===== config.mk =====
export PLATFORM = sky130hd
export DESIGN_NAME = seq_num_decoder_flat
export DESIGN_NICKNAME = d
export VERILOG_FILES = /design/src/rtl/seq_num_decoder_if.sv /design/src/rtl/seq_num_decoder.sv /design/src/flat_wrapper.sv
export SDC_FILE = /design/constraint.sdc
export NUM_CORES = 1
export LEC_CHECK = 0
export ABC_CLOCK_PERIOD_IN_PS = 12150
export BUFFER_PORTS_ARGS = -buffer_cell sky130_fd_sc_hd__buf_2
export CORE_MARGIN = 5
export CORE_UTILIZATION = 58
export CTS_CLUSTER_SIZE = 28
export DETAILED_ROUTE_END_ITERATION = 8
export PLACE_DENSITY = 0.82
export SYNTH_ARGS = -nofsm -noshare
export SYNTH_HDL_FRONTEND = slang
export SYNTH_SLANG_ARGS = --single-unit

===== constraint.sdc =====
create_clock -name clk -period 12.15 [get_ports clk]
set_input_delay 1.8225 -clock clk [delete_from_list [all_inputs] [get_ports clk]]
set_output_delay 1.8225 -clock clk [all_outputs]
set_load 0.05 [all_outputs]

===== src/rtl/seq_num_decoder_if.sv =====
// Byte-stream and result bundle between the received message processor,
// the sequence generator, the session manager and seq_num_decoder.
interface seq_num_decoder_if #(
  parameter int SEQ_W = 32
);
  logic             byte_valid_i;
  logic [7:0]       byte_i;
  logic             field_start_i;
  logic             field_end_i;
  logic [SEQ_W-1:0] expected_seq_num_i;
  logic             ready_o;
  logic             done_o;
  logic [SEQ_W-1:0] seq_num_o;
  logic [3:0]       width_o;
  logic             in_sequence_o;
  logic             gap_o;
  logic             too_low_o;
  logic             error_o;
  logic [SEQ_W-1:0] gap_size_o;

  // Upstream side: supplies bytes, strobes and the expected number.
  modport master (
    output byte_valid_i, byte_i, field_start_i, field_end_i, expected_seq_num_i,
    input  ready_o, done_o, seq_num_o, width_o, in_sequence_o, gap_o,
           too_low_o, error_o, gap_size_o
  );

  // Decoder side.
  modport slave (
    input  byte_valid_i, byte_i, field_start_i, field_end_i, expected_seq_num_i,
    output ready_o, done_o, seq_num_o, width_o, in_sequence_o, gap_o,
           too_low_o, error_o, gap_size_o
  );
endinterface


===== src/rtl/seq_num_decoder.sv =====
// FIX MsgSeqNum (tag 34) receive decoder: ASCII digits -> binary, then
// classified against the expected sequence number.
// Optional feature macro: SEQ_DECODER_GAP_SIZE_EN (builds the gap-size subtractor).
//
// state | meaning
// IDLE  | waiting for a field_start byte
// ACCUM | accumulating digits until field_end
// CHECK | comparing accumulator with expected number, results registered
// DONE  | one-cycle done strobe
module seq_num_decoder #(
  parameter int MAX_DIGITS = 10,
  parameter int SEQ_W      = 32
) (
  input logic           clk,
  input logic           rst,
  seq_num_decoder_if.slave bus
);
  localparam int AW = SEQ_W + 4;

  typedef enum logic [1:0] {S_IDLE, S_ACCUM, S_CHECK, S_DONE} state_t;

  state_t           state_q, state_d;
  logic [SEQ_W-1:0] acc_q, acc_d;
  logic [3:0]       count_q, count_d;
  logic             err_q, err_d;
  logic [SEQ_W-1:0] seq_num_q, seq_num_d;
  logic [3:0]       width_q, width_d;
  logic             in_seq_q, in_seq_d;
  logic             gap_q, gap_d;
  logic             too_low_q, too_low_d;
  logic             error_q, error_d;

  logic             accepting, start_evt, take_byte, end_evt, is_digit;
  logic [SEQ_W-1:0] base_acc;
  logic [3:0]       base_cnt, cnt_inc;
  logic             base_err;
  logic [AW-1:0]    acc_ext, acc_x10;

  // State register.
  always_ff @(posedge clk) begin
    if (rst) state_q <= S_IDLE;
    else     state_q <= state_d;
  end

  // Next-state logic; a single-byte field may start and end in the same cycle.
  always_comb begin
    state_d = state_q;
    case (state_q)
      S_IDLE:  if (bus.byte_valid_i && bus.field_start_i)
                 state_d = bus.field_end_i ? S_CHECK : S_ACCUM;
      S_ACCUM: if (bus.field_end_i) state_d = S_CHECK;
      S_CHECK: state_d = S_DONE;
      S_DONE:  state_d = S_IDLE;
      default: state_d = S_IDLE;
    endcase
  end

  // FSM outputs.
  always_comb begin
    bus.ready_o = (state_q == S_IDLE) || (state_q == S_ACCUM);
    bus.done_o  = (state_q == S_DONE);
  end

  // Digit accumulation; a field_start byte discards any field in progress.
  always_comb begin
    accepting = (state_q == S_IDLE) || (state_q == S_ACCUM);
    start_evt = accepting && bus.byte_valid_i && bus.field_start_i;
    take_byte = bus.byte_valid_i && (start_evt || (state_q == S_ACCUM));
    end_evt   = bus.field_end_i && (start_evt || (state_q == S_ACCUM));
    is_digit  = (bus.byte_i >= 8'h30) && (bus.byte_i <= 8'h39);
    base_acc  = start_evt ? '0   : acc_q;
    base_cnt  = start_evt ? 4'd0 : count_q;
    base_err  = start_evt ? 1'b0 : err_q;
    cnt_inc   = (base_cnt == 4'hF) ? 4'hF : base_cnt + 4'd1;
    acc_ext   = {4'b0000, base_acc};
    // For 0x30..0x39 the low nibble is exactly byte - 0x30.
    acc_x10   = (acc_ext << 3) + (acc_ext << 1) + AW'(bus.byte_i[3:0]);
    acc_d     = acc_q;
    count_d   = count_q;
    err_d     = err_q;
    if (take_byte) begin
      acc_d   = base_acc;
      count_d = base_cnt;
      err_d   = base_err;
      if (!is_digit) begin
        err_d = 1'b1;
      end else begin
        count_d = cnt_inc;
        if (int'(cnt_inc) > MAX_DIGITS) err_d = 1'b1;
        if (acc_x10[AW-1:SEQ_W] != 4'b0000) err_d = 1'b1;
        if (!err_d) acc_d = acc_x10[SEQ_W-1:0];
      end
    end
    if (end_evt && (count_d == 4'd0)) err_d = 1'b1;
  end

  // Result computation; results are captured leaving CHECK and held until the next DONE.
  always_comb begin
    seq_num_d = seq_num_q;
    width_d   = width_q;
    in_seq_d  = in_seq_q;
    gap_d     = gap_q;
    too_low_d = too_low_q;
    error_d   = error_q;
    if (state_q == S_CHECK) begin
      width_d = count_q;
      error_d = err_q;
      if (err_q) begin
        seq_num_d = '0;
        in_seq_d  = 1'b0;
        gap_d     = 1'b0;
        too_low_d = 1'b0;
      end else begin
        seq_num_d = acc_q;
        in_seq_d  = (acc_q == bus.expected_seq_num_i);
        gap_d     = (acc_q >  bus.expected_seq_num_i);
        too_low_d = (acc_q <  bus.expected_seq_num_i);
      end
    end
  end

  // Datapath and result registers.
  always_ff @(posedge clk) begin
    if (rst) begin
      acc_q     <= '0;
      count_q   <= 4'd0;
      err_q     <= 1'b0;
      seq_num_q <= '0;
      width_q   <= 4'd0;
      in_seq_q  <= 1'b0;
      gap_q     <= 1'b0;
      too_low_q <= 1'b0;
      error_q   <= 1'b0;
    end else begin
      acc_q     <= acc_d;
      count_q   <= count_d;
      err_q     <= err_d;
      seq_num_q <= seq_num_d;
      width_q   <= width_d;
      in_seq_q  <= in_seq_d;
      gap_q     <= gap_d;
      too_low_q <= too_low_d;
      error_q   <= error_d;
    end
  end

`ifdef SEQ_DECODER_GAP_SIZE_EN
  logic [SEQ_W-1:0] gap_size_q, gap_size_d;

  // Gap size is only meaningful for a clean field that is ahead of expected.
  always_comb begin
    gap_size_d = gap_size_q;
    if (state_q == S_CHECK) begin
      if (!err_q && (acc_q > bus.expected_seq_num_i))
        gap_size_d = acc_q - bus.expected_seq_num_i;
      else
        gap_size_d = '0;
    end
  end

  // Gap size register.
  always_ff @(posedge clk) begin
    if (rst) gap_size_q <= '0;
    else     gap_size_q <= gap_size_d;
  end

  assign bus.gap_size_o = gap_size_q;
`else
  assign bus.gap_size_o = '0;
`endif

  assign bus.seq_num_o     = seq_num_q;
  assign bus.width_o       = width_q;
  assign bus.in_sequence_o = in_seq_q;
  assign bus.gap_o         = gap_q;
  assign bus.too_low_o     = too_low_q;
  assign bus.error_o       = error_q;
endmodule


===== src/flat_wrapper.sv =====
// flat-port wrapper written by rule: the top's interface ports become plain ports
module seq_num_decoder_flat 
#(
  parameter int MAX_DIGITS = 10,
  parameter int SEQ_W      = 32
)
  (clk, rst, bus_byte_valid_i, bus_byte_i, bus_field_start_i, bus_field_end_i, bus_expected_seq_num_i, bus_ready_o, bus_done_o, bus_seq_num_o, bus_width_o, bus_in_sequence_o, bus_gap_o, bus_too_low_o, bus_error_o, bus_gap_size_o);
  seq_num_decoder_if #(.SEQ_W(SEQ_W)) bus_i ();
  input logic clk;
  input logic rst;
  input wire logic [$bits(bus_i.byte_valid_i)-1:0] bus_byte_valid_i;
  input wire logic [$bits(bus_i.byte_i)-1:0] bus_byte_i;
  input wire logic [$bits(bus_i.field_start_i)-1:0] bus_field_start_i;
  input wire logic [$bits(bus_i.field_end_i)-1:0] bus_field_end_i;
  input wire logic [$bits(bus_i.expected_seq_num_i)-1:0] bus_expected_seq_num_i;
  output wire logic [$bits(bus_i.ready_o)-1:0] bus_ready_o;
  output wire logic [$bits(bus_i.done_o)-1:0] bus_done_o;
  output wire logic [$bits(bus_i.seq_num_o)-1:0] bus_seq_num_o;
  output wire logic [$bits(bus_i.width_o)-1:0] bus_width_o;
  output wire logic [$bits(bus_i.in_sequence_o)-1:0] bus_in_sequence_o;
  output wire logic [$bits(bus_i.gap_o)-1:0] bus_gap_o;
  output wire logic [$bits(bus_i.too_low_o)-1:0] bus_too_low_o;
  output wire logic [$bits(bus_i.error_o)-1:0] bus_error_o;
  output wire logic [$bits(bus_i.gap_size_o)-1:0] bus_gap_size_o;
  assign bus_i.byte_valid_i = bus_byte_valid_i;
  assign bus_i.byte_i = bus_byte_i;
  assign bus_i.field_start_i = bus_field_start_i;
  assign bus_i.field_end_i = bus_field_end_i;
  assign bus_i.expected_seq_num_i = bus_expected_seq_num_i;
  assign bus_ready_o = bus_i.ready_o;
  assign bus_done_o = bus_i.done_o;
  assign bus_seq_num_o = bus_i.seq_num_o;
  assign bus_width_o = bus_i.width_o;
  assign bus_in_sequence_o = bus_i.in_sequence_o;
  assign bus_gap_o = bus_i.gap_o;
  assign bus_too_low_o = bus_i.too_low_o;
  assign bus_error_o = bus_i.error_o;
  assign bus_gap_size_o = bus_i.gap_size_o;
  seq_num_decoder #(.MAX_DIGITS(MAX_DIGITS), .SEQ_W(SEQ_W)) u_core (.clk(clk), .rst(rst), .bus(bus_i));
endmodule

# == Word-level counts from Yosys, hierarchy flattened ==
# Index checks and enable logic that the tools add are counted.
# classes
n_addsub,3
order_cmp,5
eq_ne,7
mux,23
n_reduce_logical,14
# op_table
op,count
$mux W32,4
$add A35 B33 Y36,1
$add A36 B4 Y36,1
$eq A32 B32 Y1,1
$gt A32 B32 Y1,1
$lt A32 B32 Y1,1
$mux W4,4
$mux W1,11
$ge A8 B6 Y1 const B,1
$le A8 B6 Y1 const B,1
$pmux W2 S4,1
$logic_and A1 B1 Y1,7
$mux W2,3
$add A4 B1 Y4 const B,1
$eq A2 B2 Y1 const B,2
$eq A4 B4 Y1 const B,1
$gt A4 B4 Y1 const B,1
$logic_not A4 Y1,1
$reduce_bool A4 Y1,1
$eq A2 B1 Y1 const B,1
$logic_not A2 Y1,1
$logic_or A1 B1 Y1,2
$ne A2 B1 Y1 const B,1
$ne A2 B2 Y1 const B,1
2 further kinds,2
# word_totals
register_bits,79
in_bits,45
out_inout_bits,74

# == Depth between registers and ports, before layout ==
# depth
ltp_word,15
mapped_depth,22
ltp_nobuf,18

# == Least setup slack after synthesis ==
# No wires, ideal clock.
# synth_timing
kind,in2reg
startpoint,input port bus_field_start_i
endpoint,register u_core.acc_q[31]
t_arrival_ns,5.604
required_ns,12.080
path_slack_ns,6.476
path_stages,17
n_path_buf,3
path_cell_list,nand3_1 clkbuf_1 clkbuf_1 nand2_1 fa_1 inv_1 ha_1 a211oi_1 o21ai_1 nand2_1 o21ai_0 a31o_1 o41a_1 and2_1 clkbuf_1 or4_1 a21oi_1
# synth_via
elab_chain_cells,11
word_cells_on_any_way,19
cone_classes,add/sub: 3; order compare: 1; eq/ne: 1; mux: 10; reduce/logical: 4
# synth_lines
element,line_no,text
"start, declared",flat_wrapper.sv:13,input wire logic [$bits(bus_i.field_start_i)-1:0] bus_field_start_i;
$logic_and A1 B1 Y1 *,seq_num_decoder.sv:67,start_evt = accepting && bus.byte_valid_i && bus.field_start_i;
"parallel branches: the longest is 10 deep, another holds $add A35 B33 Y36",n/a,
"end signal, assigned",seq_num_decoder.sv:125,acc_q <= '0;
"end signal, assigned",seq_num_decoder.sv:135,acc_q <= acc_d;
"end, declared",seq_num_decoder.sv:23,"logic [SEQ_W-1:0] acc_q, acc_d;"
# Mark *: on every way between the ends. The select of a mux whose other input is x is not followed.
# A chain may end at the register's enable or synchronous reset.

# == Worst setup path after layout ==
# Same ends and word-level chain as after synthesis.

==> results.yml <==
clock_network:
  clockBufferDepth: 2
  cts_resized: 0
  root_buffer: "clkbuf_16"
  clock_sinks: 79
  holdBufCountCts: 0
  tritoncts: "yes"
  post-cts-setup-buffers: 0
  clk_pin_slew_worst_paths_ps: 50
  htree_num_levels: 3
  clkLatencyLatePin_ps: 330
  cts_buffers: 9
sta:
  finalHoldViolCount: 0
  setup_tns_ps: 0
  relSlewSlack_pct: 33.89
  drv_slew: 0
  rsz0062_at_grt: "false"
  tightest_slew_ps: 991.6
  min_period_ps: 5991
  setup_viol: 0
  fin_ws_ps: 6159
  post-route-period-util_pct: 49.31
  finClkSkew_ps: 9.374
  max_freq_mhz: 166.9
place:
  numPortBuffers: 86
  place_congestion: 0.8985
  pre_cts_ws_ps: 5950
  hpwlAfterDp_mm: 13.26
logic_synthesis:
  synth_seq_cells: 79
  ys.flop_type: "dfxtp_1"
  synth_edf_count: 0
  async_reset_ff_share_pct: 0
  syn_area_sq_um: 6965
  seq_area_frac_synth_pct: 22.71
  synthesis.instances: 866
  yosys_warnings: 0
  yosysUniqueCellTypes: 62
  avgSynthCellArea_sq_um: 8.043
power_and_ir_drop:
  leakage_nw: 3.839
  power_density_nw_per_um2: 99.40
  ir_drop_uv: 74.37
worst_setup_path:
  reg2reg_slack_ps: 6630
  worstSetupEndpointType: "flop"
  crit_top_cell: "fa_1"
  start_kind: "input pin"
  critPathMaxFanout: 41
  crit_required_ps: 12400
  path_cells: "buf_2 > nand3_1 > buf_4 > nand2_1 > fa_1 > inv_1 > fa_1 > a211oi_1 > o21ai_0 > or4b_1 > a21o_1 > a211oi_2 > nor3_1 > o2111ai_2 > or4_1 > a21oi_1"
  cp_data_arrival_time_ps: 6250
  crit_type: "in2reg"
  crit_slowest_cell: "or4_1"
  max_stage_delay_ps: 680
grt:
  antenna_found_initial: 0
  grt_max_degree: 76
  overflow: 0
  grt_first_pass_wirelength_mm: 28.10
  grt_usage_pct: 23.46
  grt_pass1_vias: 5649
run_status:
  status: "finished, final reports clean"
worst_hold_path:
  worstHoldPathType: "reg2reg"
detailed_routing:
  vias: 6495
  drc: 0
  drt_iter0_markers: 828
  ant_nets: 0
  viasPerCell: 6.014
  dr.pass1.iters: 5
  drt_wl_total_mm: 17.43
  drt-wirelength-per-cell_um: 16.14
flow_run:
  max_cap_violations: 0
cells_and_area:
  fin_nets: 1076
  syn_to_final_growth_pct: 9.718
  drive_gt1_share_pct: 12.86
  diodes: 0
  fill_cells: 995
floorplanning:
  pin_count: 119
  row_count: 40
  die_x_um: 119.6
  fp.dieH_um: 119.6
  dieArea_sq_um: 14300
  start_util_pct: 58.48
  core_sq_um: 11910
-- layout make-up --
type,count,area [sq um],share of cell area (%)
Clock buffer,12,236.5,3.094
Clock inverter,4,70.07,0.9168
Inverter,52,195.2,2.554
Multi-Input combinational cell,695,4907,64.21
Sequential cell,79,1582,20.69
Tap cell,147,183.9,2.407
Timing Repair Buffer,91,467.9,6.123
-- synth_stat cells (30+ instances only) --
library cell  number  share of area [%]
nor2_1            31                1.7
o21ai_0           30                2.2
dfxtp_1           79                 23
ha_1             101                 18
nand2_1           62                3.3
and2_1            38                3.4
a21oi_1           95                6.8
clkbuf_1          31                1.7
nand3b_1          33                3.6
buf_4             33                3.6
inv_1             52                2.8
nand2b_1          37                3.3
-- report_power, final --
group | switching (W) | internal (W) | leakage [nW]
clock | 0.0000995 | 0.000179 | 0.151
combinational | 0.000136 | 0.0000724 | 3.05
sequential | 0.00000632 | 0.000266 | 0.637
total | 0.000242 | 0.000518 | 3.84
-- metal layers --
layer / GRT usage [%] / wire length, um / vias up
met3: 3.252 / 1323 / 22
met2: 35.98 / 7701 / 270
met4: 5.583 / 232 / 0
met1: 34.72 / 8176 / 3019
met5: 0 / 0 / -
li1: - / - / 3184
-- final timing paths --
kind,startpoint,to,cells after the start
hold / removal,u_core.bus.seq_num_o[12]$_SDFFE_PP0P_,u_core.bus.seq_num_o[12]$_SDFFE_PP0P_,2
hold reg to reg,u_core.bus.seq_num_o[12]$_SDFFE_PP0P_,u_core.bus.seq_num_o[12]$_SDFFE_PP0P_,2
setup reg to reg,u_core.state_q[0]$_SDFFE_PP0P_,u_core.acc_q[31]$_SDFFE_PP0P_,18
setup / recovery,bus_field_start_i,u_core.acc_q[31]$_SDFFE_PP0P_,16
-- cells in the final DEF, fill, tap and decap left out, drive strengths merged, types with 3 or more instances in the layout --
cell	netlist	routed
nor2b	6	6
inv	52	52
a211oi	10	10
a22oi	3	3
o21ai	32	32
nand3	11	11
buf	39	91
and3	12	12
o31ai	19	19
dfxtp	79	79
mux2	3	3
nor2	31	31
xor2	10	10
nor3	7	7
a21o	25	25
o2111ai	5	5
or2	3	3
and2	38	38
a31oi	5	5
nand3b	33	33
clkbuf	32	12
conb	1	32
nand4	27	27
o211ai	3	3
a21oi	95	95
xnor2	16	16
nor4	3	3
ha	101	101
nand2b	37	37
nand2	62	62
o21a	9	9
mux2i	20	20
o21bai	4	4
a31o	5	5
-- cells by family (layout without fill, tap and decap cells) --
family	count (synthesis)	count (layout)	share of synthesized area, %
and+or+nand+nor	281	281	22.49
muxes	23	23	3.359
buffers and inverters	123	159	8.550
AOI/OAI and AO/OA	230	230	20.86
other	1	32	0.05384
xor gates and xnor gates	26	26	3.269
adders and majority gates	103	103	18.72
DFF	79	79	22.71
-- worst max-delay path: cells and delay by family --
| kind | cells | cell delay, ps |
|---|---|---|
| simple gates | 5 | 1480 |
| compound gates | 6 | 1420 |
| fa+ha+maj | 2 | 1010 |
| buf+inv | 3 | 500 |
-- registers in the layout (all words and copies together), names as in the netlist, 2 cells and up --
signal and flops:
u_core.bus.seq_num_o 32, u_core.acc_q 32, u_core.state_q 2, u_core.bus.width_o 4
u_core.count_q 4
-- per-stage QoR --
step	util, %	area (sq um)	std cells	hold WS [ps]	total power (W)
after CTS	64.16	7642	1080	466.0	0.0007611
after global routing	64.16	7642	1080	487.5	0.0007908
after global placement	61.59	7336	1064	452.9	0.0004807
after floorplan	-	7082	897	475.6	0.0004514
final	64.16	7642	1080	463.7	0.0007597
after detailed placement	61.59	7336	1064	456.8	0.0004837
Power figures use the tool's default switching activity.
